===== config.mk =====
export PLATFORM = sky130hd
export DESIGN_NAME = uart_tx_serializer
export DESIGN_NICKNAME = d
export VERILOG_FILES = /design/src/rtl/uart_tx_serializer.sv
export SDC_FILE = /design/constraint.sdc
export NUM_CORES = 1
export LEC_CHECK = 0
export CORE_MARGIN = 2
export CORE_UTILIZATION = 54
export DETAILED_ROUTE_END_ITERATION = 16
export PLACE_DENSITY = 0.9
export SYNTH_ARGS = -nofsm -noshare
export SYNTH_HDL_FRONTEND = slang
export SYNTH_SLANG_ARGS = --single-unit

===== constraint.sdc =====
create_clock -name clk -period 3.45 [get_ports clk]
set_clock_uncertainty 0.1 [all_clocks]
set_input_delay 0.69 -clock clk [delete_from_list [all_inputs] [get_ports clk]]
set_output_delay 0.69 -clock clk [all_outputs]
set_load 0.02 [all_outputs]

===== src/rtl/uart_tx_serializer.sv =====
// UART transmitter: accepts one word per valid/ready handshake and sends it as
// start bit, data bits LSB first, optional parity bit, then stop bit.
module uart_tx_serializer #(
  parameter int CLKS_PER_BIT = 104,
  parameter int DATA_BITS    = 8,
  parameter bit PARITY_EN    = 1'b0,
  parameter bit PARITY_ODD   = 1'b0
) (
  input  logic                                 clk,
  input  logic                                 rst,
  input  logic [DATA_BITS-1:0]                 tx_data,
  input  logic                                 tx_valid,
  output logic                                 tx_ready,
  output logic                                 tx,
  output logic                                 tx_busy,
  output logic [2:0]                           state_dbg,
  output logic [$clog2(DATA_BITS+1)-1:0]       bit_cnt_dbg,
  output logic [$clog2(CLKS_PER_BIT)-1:0]      baud_cnt_dbg
);

  localparam int BAUD_W = $clog2(CLKS_PER_BIT);
  localparam int BIT_W  = $clog2(DATA_BITS + 1);

  localparam logic [BAUD_W-1:0] BAUD_LAST = BAUD_W'(CLKS_PER_BIT - 1);
  localparam logic [BAUD_W-1:0] BAUD_ONE  = BAUD_W'(1);
  localparam logic [BIT_W-1:0]  BIT_LAST  = BIT_W'(DATA_BITS - 1);
  localparam logic [BIT_W-1:0]  BIT_DONE  = BIT_W'(DATA_BITS);
  localparam logic [BIT_W-1:0]  BIT_ONE   = BIT_W'(1);

  typedef enum logic [2:0] {
    S_IDLE   = 3'd0,
    S_START  = 3'd1,
    S_DATA   = 3'd2,
    S_PARITY = 3'd3,
    S_STOP   = 3'd4
  } state_t;

  state_t                state;
  logic [BAUD_W-1:0]     baud_cnt;
  logic [BIT_W-1:0]      bit_cnt;
  logic [DATA_BITS-1:0]  shift;
  logic                  parity_bit;
  logic                  baud_end;

  assign baud_end     = (baud_cnt == BAUD_LAST);
  assign state_dbg    = state;
  assign bit_cnt_dbg  = bit_cnt;
  assign baud_cnt_dbg = baud_cnt;

  // Handshake: a word transfers on a rising edge where tx_valid && tx_ready.
  // tx_ready is high only in IDLE, so inputs are ignored for the whole frame and
  // a producer holding tx_valid high is served at the first IDLE edge.
  always_ff @(posedge clk or posedge rst) begin
    if (rst) begin
      state      <= S_IDLE;
      tx         <= 1'b1;
      tx_ready   <= 1'b1;
      tx_busy    <= 1'b0;
      baud_cnt   <= '0;
      bit_cnt    <= '0;
      shift      <= '0;
      parity_bit <= 1'b0;
    end else begin
      case (state)
        S_IDLE: begin
          tx       <= 1'b1;
          baud_cnt <= '0;
          bit_cnt  <= '0;
          if (tx_valid && tx_ready) begin
            shift      <= tx_data;
            parity_bit <= (^tx_data) ^ PARITY_ODD;
            state      <= S_START;
            tx         <= 1'b0;
            tx_ready   <= 1'b0;
            tx_busy    <= 1'b1;
          end
        end

        S_START: begin
          if (baud_end) begin
            baud_cnt <= '0;
            bit_cnt  <= '0;
            tx       <= shift[0];
            state    <= S_DATA;
          end else begin
            baud_cnt <= baud_cnt + BAUD_ONE;
          end
        end

        S_DATA: begin
          if (baud_end) begin
            baud_cnt <= '0;
            if (bit_cnt == BIT_LAST) begin
              // Counter parks at DATA_BITS until the frame returns to IDLE.
              bit_cnt <= BIT_DONE;
              if (PARITY_EN) begin
                tx    <= parity_bit;
                state <= S_PARITY;
              end else begin
                tx    <= 1'b1;
                state <= S_STOP;
              end
            end else begin
              bit_cnt <= bit_cnt + BIT_ONE;
              shift   <= {1'b0, shift[DATA_BITS-1:1]};
              tx      <= shift[1];
            end
          end else begin
            baud_cnt <= baud_cnt + BAUD_ONE;
          end
        end

        S_PARITY: begin
          if (baud_end) begin
            baud_cnt <= '0;
            tx       <= 1'b1;
            state    <= S_STOP;
          end else begin
            baud_cnt <= baud_cnt + BAUD_ONE;
          end
        end

        S_STOP: begin
          if (baud_end) begin
            baud_cnt <= '0;
            bit_cnt  <= '0;
            tx       <= 1'b1;
            tx_ready <= 1'b1;
            tx_busy  <= 1'b0;
            state    <= S_IDLE;
          end else begin
            baud_cnt <= baud_cnt + BAUD_ONE;
          end
        end

        default: begin
          state    <= S_IDLE;
          tx       <= 1'b1;
          tx_ready <= 1'b1;
          tx_busy  <= 1'b0;
          baud_cnt <= '0;
          bit_cnt  <= '0;
        end
      endcase
    end
  end

endmodule

==> run summary <==
die area -> 2990 sq um
Final min period -> 2.51 ns
Max Cap Viol -> 0
router iterations before antenna repair -> 4
Hold Path Class -> reg2reg
Die W -> 54.7 um
# DRC -> 0
Vias -> 1137
crit path cell chain -> clkdlybuf4s50_1
CTS sink cnt -> 25
Final Cell Area -> 1700 sq um
CTS buffer count -> 3
DP HPWL -> 2000 um
Crit path required time -> 2.66 ns
hold_buf cts -> 0
FILL cells -> 195
Core Region -> 2450 sq um
CTS tree -> built
Core Util, Final -> 69.4%
Pleak -> 0.686 nW
register bit total from synthesis -> 25
Crit path largest cell delay -> 0.71 ns
met3 wire length -> 125 um
fmax -> 0.398 GHz
n_diodes -> 0
Synth cell types -> 38
first-pass GRT wire length -> 4370 um
setup_tns -> 0 ns
Die Span Y -> 54.7 um
Hold Vio Cnt, Final -> 0
Setup Crit Path Kind -> reg2out
Setup Buffers After CTS -> 0
WHS -> 0.396 ns
highest metal used -> met4
Crit path max-delay family -> buffers and inverters
H-tree Lvls -> 1
pin count of the biggest net entering global routing -> 26
GRT Util Overall -> 20.4%
Synth Instances -> 134
RSZ-0062 raised after global routing -> false
antenna violations before repair -> 0
Clock transition at path regs -> 0.14 ns
number of synthesis warnings -> 0
Setup WS pre-CTS -> 1.18 ns
layout cells sized above 1 -> 16.9%
Cell Pwr Density -> 524 nW/um^2
syn nets -> 147
Slew Limit Fails -> 0
Nets -> 174
Setup WS post-layout -> 0.936 ns
sequential fraction of the synthesis area -> 45.3%
wire per inst -> 14.4 um
Worst Max-Slew Pin Slew -> 0.926 ns
RePlAce Congestion -> 0.862
clk root buf -> clkbuf_4
site row count -> 18
worst vdd ir -> 0.397 mV
CP Capture Type -> primary output
Crit-path slowest cell -> clkdlybuf4s50_1
run status -> completed
Tcrit/Tclk final -> 72.9%
EDFF count, synth -> 0
post-CTS sizing -> 0
Setup Viol. Count Final -> 0
M1 WL -> 1150 um
Mapped Area -> 1390 sq um
DR WL met2 -> 1420 um
Via-to-Cell Ratio -> 5.98
PortBufs -> 27
Final ANT Viol Nets -> 0
vias in the first global route -> 1031
initial core utilization -> 56.5%
ys async rst share -> 100%
Clock Path Buffers -> 2
Post-synth top flop -> dfrtp_1
Top Ports -> 28
Placed Area -> 1670 sq um
Arr. time, crit path -> 1.72 ns
clock latency on the worst-skew pair -> 0.32 ns
final WL -> 2730 um
remaining global-route overflow -> 0
Worst Path Buf+Inv -> 1
Area Growth Syn to Fin -> 22.9%
Max FO, Critical Path -> 18
Worst slew margin -> 38.2%
Mean Syn Cell Area -> 10.3 sq um
Initial DRC Count -> 19
Worst setup SP type -> flop
-- power by group --
part	switching (W)	internal [W]
logic	0.000130	0.000165
registers	0.0000805	0.000382
clock network	0.0000915	0.0000444
-- state kept, by name, indices dropped and copies added, names as in the netlist --
signal        count
shift             8
baud_cnt_dbg      7
bit_cnt_dbg       4
state_dbg         3
tx                1
tx_busy           1
tx_ready          1
-- cell families after synthesis --
kind of cell	after synthesis	synth area share (%)
simple gates	43	17.5
compound gates	35	17.4
flops	25	45.3
mux	15	12.2
buf+inv	9	2.53
xor+xnor	4	2.53
fa+ha+maj	3	2.53
-- worst paths after layout --
| kind | start | to | slack [ns] | cells after the start |
|---|---|---|---|---|
| setup / recovery | state_dbg[2] | state_dbg[2] | 0.94 | 1 |
| hold / removal | baud_cnt_dbg[0] | baud_cnt_dbg[0] | 0.40 | 1 |
| setup reg to reg | state_dbg[2] | shift[5] | 1.16 | 4 |
| hold reg to reg | baud_cnt_dbg[0] | baud_cnt_dbg[0] | 0.40 | 1 |
| max in group asynchronous | rst | baud_cnt_dbg[3] | 1.93 | 2 |
| min in group asynchronous | rst | shift[5] | 0.76 | 2 |
-- routing by layer --
metal | vias up | global-route usage, %
li1 | 541 | -
met1 | 559 | 25.0
met4 | 0 | 7.92
met3 | 5 | 3.01
met5 | - | 0
met2 | 32 | 35.5
-- cell type report --
cell class | instances | area [sq um] | area share [%]
Timing Repair Buffer | 27 | 270 | 15.9
Sequential cell | 25 | 628 | 36.9
Multi-Input combinational cell | 100 | 723 | 42.4
Clock inverter | 1 | 7.51 | 0.441
Tap cell | 30 | 37.5 | 2.20
Clock buffer | 3 | 22.5 | 1.32
Inverter | 4 | 15.0 | 0.881
-- synthesized netlist by cell type, types with 2 or more instances --
cell type / n / area [sq um]
xnor2_1: 2 / 17.5
nand2b_1: 5 / 31.3
a22oi_1: 2 / 15.0
inv_1: 4 / 15.0
o21ai_0: 11 / 55.1
a21o_1: 2 / 15.0
and3_1: 3 / 18.8
clkbuf_1: 4 / 15.0
a31oi_1: 3 / 18.8
xor2_1: 2 / 17.5
mux2_2: 15 / 169
nor2b_1: 2 / 12.5
nor2_1: 12 / 45.0
dfstp_2: 2 / 52.6
dfrtp_1: 23 / 576
or3b_2: 2 / 17.5
a21oi_1: 6 / 30.0
o22ai_1: 2 / 12.5
nand3_1: 5 / 25.0
o211ai_1: 2 / 15.0
ha_1: 2 / 25.0
nand2_1: 7 / 26.3
-- cells in the final DEF, fill, tap and decap left out, types with 2 or more instances in the layout --
cell type	count
a21o_1	2
a21oi_1	6
a22oi_1	2
a31oi_1	3
and3_1	3
clkbuf_4	3
clkdlybuf4s50_1	27
dfrtp_1	23
dfstp_2	2
ha_1	2
inv_1	4
mux2_2	15
nand2_1	7
nand2b_1	5
nand3_1	5
nor2_1	12
nor2b_1	2
o211ai_1	2
o21ai_0	11
o22ai_1	2
or3b_2	2
xnor2_1	2
xor2_1	2
-- per-stage QoR --
step | power [W] | instances
floorplan | 0.000639 | 134
global placement | 0.000747 | 186
detailed placement | 0.000766 | 186
CTS | 0.000903 | 190
global route | 0.000948 | 190
finish | 0.000893 | 190
Power figures use the tool's default switching activity.
